## config.mk

```make
export PLATFORM = sky130hd
export DESIGN_NAME = wb_ctrl
export DESIGN_NICKNAME = d
export VERILOG_FILES = /design/src/rtl/wb_ctrl_pkg.sv /design/src/rtl/wb_fifo.sv /design/src/rtl/wb_ctrl.sv
export SDC_FILE = /design/constraint.sdc
export NUM_CORES = 1
export LEC_CHECK = 0
export CAP_MARGIN = 15
export CORE_MARGIN = 5
export CORE_UTILIZATION = 47
export CTS_CLUSTER_SIZE = 10
export DETAILED_ROUTE_END_ITERATION = 10
export GPL_ROUTABILITY_DRIVEN = 0
export PLACE_DENSITY = 0.74
export SLEW_MARGIN = 30
export SYNTH_ARGS = -nofsm -noshare
export SYNTH_HDL_FRONTEND = slang
export SYNTH_SLANG_ARGS = --single-unit
export TNS_END_PERCENT = 10
```

## constraint.sdc

```tcl
create_clock -name clk -period 2.2 [get_ports clk]
set_clock_uncertainty 0.1 [all_clocks]
set_input_delay 0.66 -clock clk [delete_from_list [all_inputs] [get_ports clk]]
set_output_delay 0.66 -clock clk [all_outputs]
set_load 0.1 [all_outputs]
```

## src/rtl/wb_ctrl_pkg.sv

```systemverilog
// Shared constants and types for the write-back controller.
`ifndef DATA_BUS
`define DATA_BUS 64
`endif
`ifndef ZERO_64
`define ZERO_64 64'h0
`endif
`ifndef WB_DEPTH_DEF
`define WB_DEPTH_DEF 4
`endif

package wb_ctrl_pkg;

  localparam int unsigned DATA_W       = `DATA_BUS;
  localparam int unsigned RD_W         = 5;
  localparam int unsigned NREG         = 32;
  localparam int unsigned WB_DEPTH_DEF = `WB_DEPTH_DEF;

  localparam logic [DATA_W-1:0] ZERO_DATA = `ZERO_64;

  // One queued register-file write.
  typedef struct packed {
    logic [RD_W-1:0]   rd;
    logic [DATA_W-1:0] data;
  } wb_entry_t;

  // Which source wins when both are offering.
  typedef enum logic {
    PRI_ALU = 1'b0,
    PRI_LSU = 1'b1
  } pri_e;

endpackage

```

## src/rtl/wb_fifo.sv

```systemverilog
// Write-back queue: FIFO of {rd, data} with per-entry valid/rd exposed.
module wb_fifo
  import wb_ctrl_pkg::*;
#(
  parameter int unsigned DEPTH = WB_DEPTH_DEF
) (
  input  logic                        clk,
  input  logic                        rst,
  input  logic                        push,
  input  wb_entry_t                   push_entry,
  input  logic                        pop,
  output logic                        full,
  output logic                        empty,
  output wb_entry_t                   head,
  output logic [DEPTH-1:0]            valid,
  output logic [DEPTH-1:0][RD_W-1:0]  rds
);

  localparam int unsigned AW = (DEPTH > 1) ? $clog2(DEPTH) : 1;
  localparam int unsigned CW = AW + 1;

  wb_entry_t         mem [DEPTH];
  logic [AW-1:0]     wptr;
  logic [AW-1:0]     rptr;
  logic [CW-1:0]     count;

  assign full  = (count == CW'(DEPTH));
  assign empty = (count == '0);
  assign head  = mem[rptr];

  // Pointers, occupancy and entry valids.
  always_ff @(posedge clk or negedge rst) begin
    if (!rst) begin
      wptr  <= '0;
      rptr  <= '0;
      count <= '0;
      valid <= '0;
    end else begin
      if (push) begin
        wptr        <= wptr + AW'(1);
        valid[wptr] <= 1'b1;
      end
      if (pop) begin
        rptr        <= rptr + AW'(1);
        valid[rptr] <= 1'b0;
      end
      if (push && !pop) begin
        count <= count + CW'(1);
      end else if (pop && !push) begin
        count <= count - CW'(1);
      end
    end
  end

  // Entry payload storage; qualified by valid, so no reset needed.
  always_ff @(posedge clk) begin
    if (push) begin
      mem[wptr] <= push_entry;
    end
  end

  // Per-entry destination view for the pending scoreboard.
  always_comb begin
    for (int unsigned i = 0; i < DEPTH; i++) begin
      rds[i] = mem[i].rd;
    end
  end

endmodule

```

## src/rtl/wb_ctrl.sv

```systemverilog
// Write-back controller: round-robin ALU/LSU arbitration into a queue
// that drains one entry per cycle to the register file.
module wb_ctrl
  import wb_ctrl_pkg::*;
#(
  parameter int unsigned WB_DEPTH = WB_DEPTH_DEF
) (
  input  logic              clk,
  input  logic              rst,
  input  logic              alu_valid_i,
  input  logic [4:0]        alu_rd_i,
  input  logic [63:0]       alu_data_i,
  output logic              alu_ready_o,
  input  logic              lsu_valid_i,
  input  logic [4:0]        lsu_rd_i,
  input  logic [63:0]       lsu_data_i,
  output logic              lsu_ready_o,
  input  logic              wb_stall_i,
  output logic              WriteEnable,
  output logic [4:0]        WriteAddr,
  output logic [63:0]       WriteData,
  output logic [31:0]       pending_o
);

  pri_e                          pri_q;
  pri_e                          pri_d;
  logic                          grant_alu;
  logic                          grant_lsu;
  logic                          alu_xfer;
  logic                          lsu_xfer;
  logic                          push;
  logic                          pop;
  wb_entry_t                     push_entry;
  logic                          full;
  logic                          empty;
  wb_entry_t                     head;
  logic [WB_DEPTH-1:0]           fifo_valid;
  logic [WB_DEPTH-1:0][RD_W-1:0] fifo_rds;

  // Priority pointer register.
  always_ff @(posedge clk or negedge rst) begin
    if (!rst) begin
      pri_q <= PRI_ALU;
    end else begin
      pri_q <= pri_d;
    end
  end

  // Hand priority to the other source after a contended grant.
  always_comb begin
    pri_d = pri_q;
    if (alu_valid_i && lsu_valid_i && !full) begin
      pri_d = (pri_q == PRI_ALU) ? PRI_LSU : PRI_ALU;
    end
  end

  // Grant decode: a lone requester wins, otherwise the priority holder.
  always_comb begin
    grant_alu = 1'b0;
    grant_lsu = 1'b0;
    if (alu_valid_i && (!lsu_valid_i || pri_q == PRI_ALU)) begin
      grant_alu = 1'b1;
    end else if (lsu_valid_i) begin
      grant_lsu = 1'b1;
    end
  end

  // Ready is held low during reset and whenever the queue is full.
  assign alu_ready_o = rst & grant_alu & ~full;
  assign lsu_ready_o = rst & grant_lsu & ~full;
  assign alu_xfer    = alu_valid_i & alu_ready_o;
  assign lsu_xfer    = lsu_valid_i & lsu_ready_o;

  // Writes to x0 complete the handshake but never enter the queue.
  always_comb begin
    push       = 1'b0;
    push_entry = '{rd: lsu_rd_i, data: lsu_data_i};
    if (alu_xfer) begin
      push       = (alu_rd_i != '0);
      push_entry = '{rd: alu_rd_i, data: alu_data_i};
    end else if (lsu_xfer) begin
      push       = (lsu_rd_i != '0);
    end
  end

  assign pop = ~empty & ~wb_stall_i;

  wb_fifo #(
    .DEPTH (WB_DEPTH)
  ) u_fifo (
    .clk        (clk),
    .rst        (rst),
    .push       (push),
    .push_entry (push_entry),
    .pop        (pop),
    .full       (full),
    .empty      (empty),
    .head       (head),
    .valid      (fifo_valid),
    .rds        (fifo_rds)
  );

  // Register-file write port, driven straight from the queue head.
  always_comb begin
    WriteEnable = pop;
    WriteAddr   = pop ? head.rd : '0;
    WriteData   = pop ? head.data : ZERO_DATA;
  end

  // Pending scoreboard over live queue entries; x0 is never pending.
  always_comb begin
    pending_o = '0;
    for (int unsigned i = 0; i < WB_DEPTH; i++) begin
      if (fifo_valid[i]) begin
        pending_o[fifo_rds[i]] = 1'b1;
      end
    end
    pending_o[0] = 1'b0;
  end

endmodule

```

==> results of run 1 <==
cell usage in the layout, fill, tap and decap left out, drive strengths merged, types with 4 or more instances in the layout:
master,synthesis,final
clkdlybuf4s50,0,132
a221oi,4,4
nor3b,11,11
dfrtp,12,12
inv,18,19
or2,6,6
mux2,71,71
nand3b,10,10
ha,9,9
a21oi,7,7
and3,5,5
or3,4,4
o221ai,20,20
nand3,7,7
edfxtp,276,276
and2,74,74
mux4,69,69
a221o,9,9
a22oi,10,10
nor2,26,26
nand2,16,16
clkbuf,25,51
buf,19,237
nor3,5,5
o22ai,8,8
per-stage QoR:
stage,std cells,util,TNS (ns)
floorplan,751,-,-203.99
global placement,1442,0.671,-443.33
detailed placement,1442,0.671,-458.46
CTS,1507,0.730,-71.09
global route,1507,0.733,-73.42
finish,1507,0.733,-66.73
flip-flops by register name (all words and copies together), names as in the netlist:
name,cells
u_fifo.mem,276
u_fifo.valid,4
u_fifo.count,3
u_fifo.wptr,2
u_fifo.rptr,2
pri_q,1
power by group:
part	total, W	internal (W)	switching (W)
Sequential	0.00745	0.00708	0.000363
Clock	0.00507	0.00307	0.00200
Combinational	0.0136	0.00596	0.00768
worst max-delay path: cells and delay by family (launching register included):
| family | cells | cell delay, ns |
|---|---|---|
| multiplexers | 1 | 0.44 |
| flip-flops | 1 | 0.50 |
| buffers and inverters | 4 | 0.58 |
| AND/OR/NAND/NOR | 1 | 0.18 |
path summary, 6_finish.rpt:
check	to	startpoint	slack, ns	cells past startpoint
max	WriteData[42]	u_fifo.rptr[0]	-0.78	6
min	u_fifo.valid[3]	rst	0.12	2
max reg2reg	u_fifo.count[1]	pri_q	0.03	7
min reg2reg	u_fifo.count[2]	u_fifo.count[2]	0.47	2
max in group asynchronous	u_fifo.rptr[0]	rst	1.70	2
min in group clk	u_fifo.count[2]	u_fifo.count[2]	0.47	2
area by class of cell:
cell class | count | area [sq um]
Fill cell | 1617 | 7240
Tap cell | 372 | 465
Clock inverter | 3 | 33.8
Clock buffer | 47 | 973
Sequential cell | 288 | 8600
Multi-Input combinational cell | 401 | 4790
Timing Repair Buffer | 378 | 4920
Inverter | 18 | 77.6
logic make-up (layout without fill, tap and decap cells):
kind of cell	count (synthesis)	count (layout)	synth area share
compound gates	72	72	0.0454
xor+xnor	6	6	0.00405
fa+ha+maj	10	10	0.0102
buf+inv	62	446	0.0200
flops	288	288	0.661
mux	140	140	0.182
other cells	1	1	0.000289
simple gates	172	172	0.0772
what timing repair did:
| item | 4_1_cts | 5_1_grt |
|---|---|---|
| gates resized for setup | 132 | 29 |
| pin swaps | 32 | 20 |
| setup buffers | 11 | 0 |
| endpoints found under the setup margin | 602 | 380 |
| gates cloned | 5 | 1 |
| hold endpoints to repair | 0 | 0 |
layer usage:
metal	GRT usage	vias to the layer above	wire length, um
met2	0.396	417	18000
li1	-	3755	-
met3	0.0437	63	2580
met1	0.289	4297	13600
met4	0.0452	0	675
met5	0	-	0
==> flow_summary.ini, run 1 <==
[global_routing]
grt_pass1_wl_um = 53200
grtUsageTotal = 0.223
antenna_found_initial = 0
grt_max_degree = 52
grt_pass1_vias = 9038
overflow = 0

[setup_path]
endpoint_kind = primary output
slowest_stage = dfrtp_4
worstSetupPathType = reg2out
cp.arrival_ns = 2.22
crit_path_frequent_cell = buf_12
required_ns = 1.44
crit_path_cell_trace = buf_8 -> buf_12 -> buf_16 -> mux4_2 -> and2_4 -> buf_12
critPathMaxStageDelay_ns = 0.50
startpoint_type = flip-flop
path_max_fanout = 6

[sta]
period_share = 1.35
timing.hold.ws_ns = 0.120
final_hold_viol_count = 0
clock.fmax_mhz = 336
period_needed_ns = 2.98
maxSlewViolCount = 0
setup_slack_ns = -0.775
setup_viol = 107
rsz0062_at_grt = yes

[yosys]
synthFlopType = edfxtp_1
yosys_warnings = 0
synthArstFlopShare = 0.0417
syn-instance-count = 751
seq_area_frac_synth = 0.661
synthTopCellsByArea = edfxtp_1 (64%), mux4_2 (12%), mux2_2 (6.1%)
yosysTopAreaCellShare = 0.638
synth_nets = 904
avgSynthCellArea_sq_um = 17.3
synth_area_sq_um = 13000
synth_edf_count = 276
synth_most_common_cell = edfxtp_1
synth.ff_latch_count = 288
post_synth_num_cell_types = 48
yosys.area.top_type = edfxtp_1
yosys-top-cells-count = edfxtp_1 (276), and2_1 (70), mux2_2 (70)

[clocking]
cts.path.max_buffers = 3
clkSinkCount = 288
htreeDepth = 2
hold_buffers = 0
cts_tree = yes
clock_latency_ns = 0.51
cts.clk_slew.worst_paths_ns = 0.06
cts_buffers = 35
cts-root-buf = clkbuf_16

[route]
drt_first_pass_iters = 5
viasPerCell = 5.66
drc = 0
first_iter_violations = 684
wire_per_inst_um = 23.2
wl_um = 34900
ant_nets = 0
vias = 8532

[outcome]
run_status = complete, but fails checks
violations = setup timing

[cells_and_area]
antenna_cells = 0
fin_nets = 1275
drive_gt1_frac = 0.500
syn_to_final_growth_pct = 52.9
final_area_sq_um = 19900

[floorplanning]
fp.coreArea_sq_um = 27100
start_util = 0.479
die_h_um = 176
ios = 247
die_w_um = 176
die_area_sq_um = 31100
rows = 60

[pwr]
p_leak_nw = 7.01
ir_drop_mv = 1.08
p_per_area_nw_per_um2 = 1320
power_w = 0.0262

[job]
cap_violations = 0

[place]
dpl.hpwl_um = 23900
port_buffers = 245
pre_cts_ws_ns = -1.19
placed_cell_area_sq_um = 18200

[min_path]
hold_class = in2async
Note: power is estimated with default switching activity, not from simulation.
==> run 2, diff against run 1 <==
--- a/config.mk
+++ b/config.mk
@@ -15,5 +15,6 @@
 export SLEW_MARGIN = 30
 export SYNTH_ARGS = -nofsm -noshare
 export SYNTH_HDL_FRONTEND = slang
+export SYNTH_HIERARCHICAL = 1
 export SYNTH_SLANG_ARGS = --single-unit
 export TNS_END_PERCENT = 10
==> run 2 against run 1 <==
The run still ends with setup timing left. Via count is 4.3% lower. Highest routed layer is now met5. Worst hold slack better by 0.27 ns. Cell area is 1.1% lower. Sequential share of layout area rose by 0.46 points. Clock-buffer cell count decreased by 7. Sequential power grew 2%. Register-to-register slack worse by 0.13 ns. Routed wire length shrank 2.7%. Clock power decreased by 4.5%. Combinational power about the same.
==> flow_summary.ini, run 2 <==
[yosys]
yosys-top-cells-count = edfxtp_1 (276), and2_1 (75), mux2_2 (69)
yosys_warnings = 6
synth.ff_latch_count = 288
yosysTopAreaCellShare = 0.630
synthArstFlopShare = 0.0417
synth_edf_count = 276
yosys.area.top_type = edfxtp_1
synth_area_sq_um = 13200
synth_most_common_cell = edfxtp_1
synthFlopType = edfxtp_1
seq_area_frac_synth = 0.653
synthTopCellsByArea = edfxtp_1 (63%), mux4_2 (12%), mux2_2 (5.9%)
avgSynthCellArea_sq_um = 18.0
synth_nets = 883
syn-instance-count = 730
post_synth_num_cell_types = 46

[sta]
period_needed_ns = 2.93
final_hold_viol_count = 0
period_share = 1.33
maxSlewViolCount = 0
setup_viol = 105
rsz0062_at_grt = yes
setup_slack_ns = -0.726
clock.fmax_mhz = 342

[setup_path]
startpoint = u_fifo/rptr[0]
critPathMaxStageDelay_ns = 0.52
r2r-start = u_fifo/count[0]
cp.arrival_ns = 2.17
crit_path_cell_trace = buf_4 -> buf_12 -> mux4_2 -> and2_2 -> buf_12
slowest_stage = mux4_2
path_max_fanout = 7
startpoint_type = flip-flop
endpoint_kind = primary output
required_ns = 1.44
worstSetupPathType = reg2out
crit_path_frequent_cell = buf_12

[floorplanning]
die_area_sq_um = 31400
die_w_um = 177
die_h_um = 177
fp.coreArea_sq_um = 27700
ios = 247
start_util = 0.475
rows = 61

[cells_and_area]
syn_to_final_growth_pct = 49.4
regArea_sq_um = 8600
top_regs = u_fifo/mem: 276 flops, u_fifo/valid: 4 flops, u_fifo/count: 3 flops
drive_gt1_frac = 0.510
fin_nets = 1225
fillers = 1676
multi_input_area_sq_um = 4740
largest_reg_flops = 276
final_cell_mix = edfxtp_1 (276), clkdlybuf4s50_1 (134), buf_12 (130), buf_4 (75)
registers.top_by_ff_count = u_fifo/mem
stdcell_count = 1457
final_common_cell = edfxtp_1
final_area_sq_um = 19600

[outcome]
violations = setup timing
run_status = complete, but fails checks

[place]
placed_cell_area_sq_um = 18200
place_inst = 1397
dpl.hpwl_um = 22700
port_buffers = 245
pre_cts_ws_ns = -0.810

[min_path]
min_from = lsu_valid_i
hold_class = in2reg

[route]
viasPerCell = 5.60
vias = 8164
drt_first_pass_iters = 5
first_iter_violations = 635
wire_per_inst_um = 23.3
wl_um = 34000
ant_nets = 0
drc = 0

[job]
cap_violations = 0

[global_routing]
grt_pass1_wl_um = 51700
grtUsageTotal = 0.216
overflow = 0
grt_pass1_vias = 8954
grt_max_degree = 41
antenna_found_initial = 2

[clocking]
cts-root-buf = clkbuf_16
cts_tree = yes
htreeDepth = 2
clkSinkCount = 288
cts.clk_slew.worst_paths_ns = 0.06
cts.path.max_buffers = 3
clock_latency_ns = 0.50
hold_buffers = 0
cts_buffers = 34

[pwr]
power_w = 0.0263
p_per_area_nw_per_um2 = 1340
ir_drop_mv = 1.27
p_leak_nw = 6.87
-- run 2: cells by family (layout without fill, tap and decap cells) --
logic type / count (synthesis) / in the layout / share of synthesized area
AO/OA/AOI/OAI: 66 / 66 / 0.0402
XOR/XNOR: 6 / 6 / 0.00399
adder cells (fa/ha/maj): 10 / 10 / 0.0101
buffers and inverters: 67 / 415 / 0.0392
flip-flops: 288 / 288 / 0.653
multiplexers: 139 / 139 / 0.178
other: 1 / 2 / 0.000285
AND/OR/NAND/NOR: 153 / 153 / 0.0750
-- run 2: critical path: cells and delay by family, from the launching register on --
| family | cells | cell delay [ns] |
|---|---|---|
| buffers and inverters | 3 | 0.44 |
| DFF | 1 | 0.50 |
| muxes | 1 | 0.52 |
| and+or+nand+nor | 1 | 0.21 |
-- run 2: timing repair --
action,CTS,global route
pin swaps,17,5
endpoints found under the setup margin,631,474
resized for setup,87,39
setup buffers,14,1
cloned,3,2
-- run 2: metal layers --
layer | track usage | wire (um) | vias up
li1 | - | - | 3624
met1 | 0.271 | 12800 | 4132
met2 | 0.374 | 17700 | 341
met3 | 0.0494 | 2500 | 65
met4 | 0.0699 | 995 | 2
met5 | 0 | 13 | -
-- run 2: worst paths after layout --
| check | slack (ns) | depth (start not counted) | end |
|---|---|---|---|
| worst max register to register | -0.10 | 11 | u_fifo/count[2] |
| max in group asynchronous | 1.26 | 3 | u_fifo/rptr[0] |
| worst min-delay path | 0.39 | 3 | pri_q |
| worst min register to register | 0.40 | 1 | pri_q |
| worst max-delay path | -0.73 | 5 | WriteAddr[1] |
| min in group asynchronous | 0.54 | 3 | pri_q |
-- run 2: metrics by stage --
step / hold WS (ns) / utilization / setup TNS (ns)
3_5_place_dp: 0.391 / 0.657 / -327.73
5_1_grt: 0.416 / 0.709 / -70.71
2_1_floorplan: 0.264 / - / -88.32
3_3_place_gp: 0.389 / 0.657 / -309.66
4_1_cts: 0.403 / 0.706 / -67.07
6_report: 0.394 / 0.709 / -63.95
-- run 2: power breakdown --
group	internal, W	switching [W]
clock network	0.00285	0.00198
registers	0.00717	0.000398
logic	0.00604	0.00790
total	0.0161	0.0103
-- run 2: cell type report --
| class | count | share of cell area |
|---|---|---|
| repair buffers | 366 | 0.249 |
| multi-input cells | 375 | 0.241 |
| clock buffers | 40 | 0.0455 |
| clock inverters | 2 | 0.00146 |
| inverters | 7 | 0.00134 |
| diodes | 1 | 0.000127 |
| flip-flops and latches | 288 | 0.437 |
| well taps | 378 | 0.0241 |
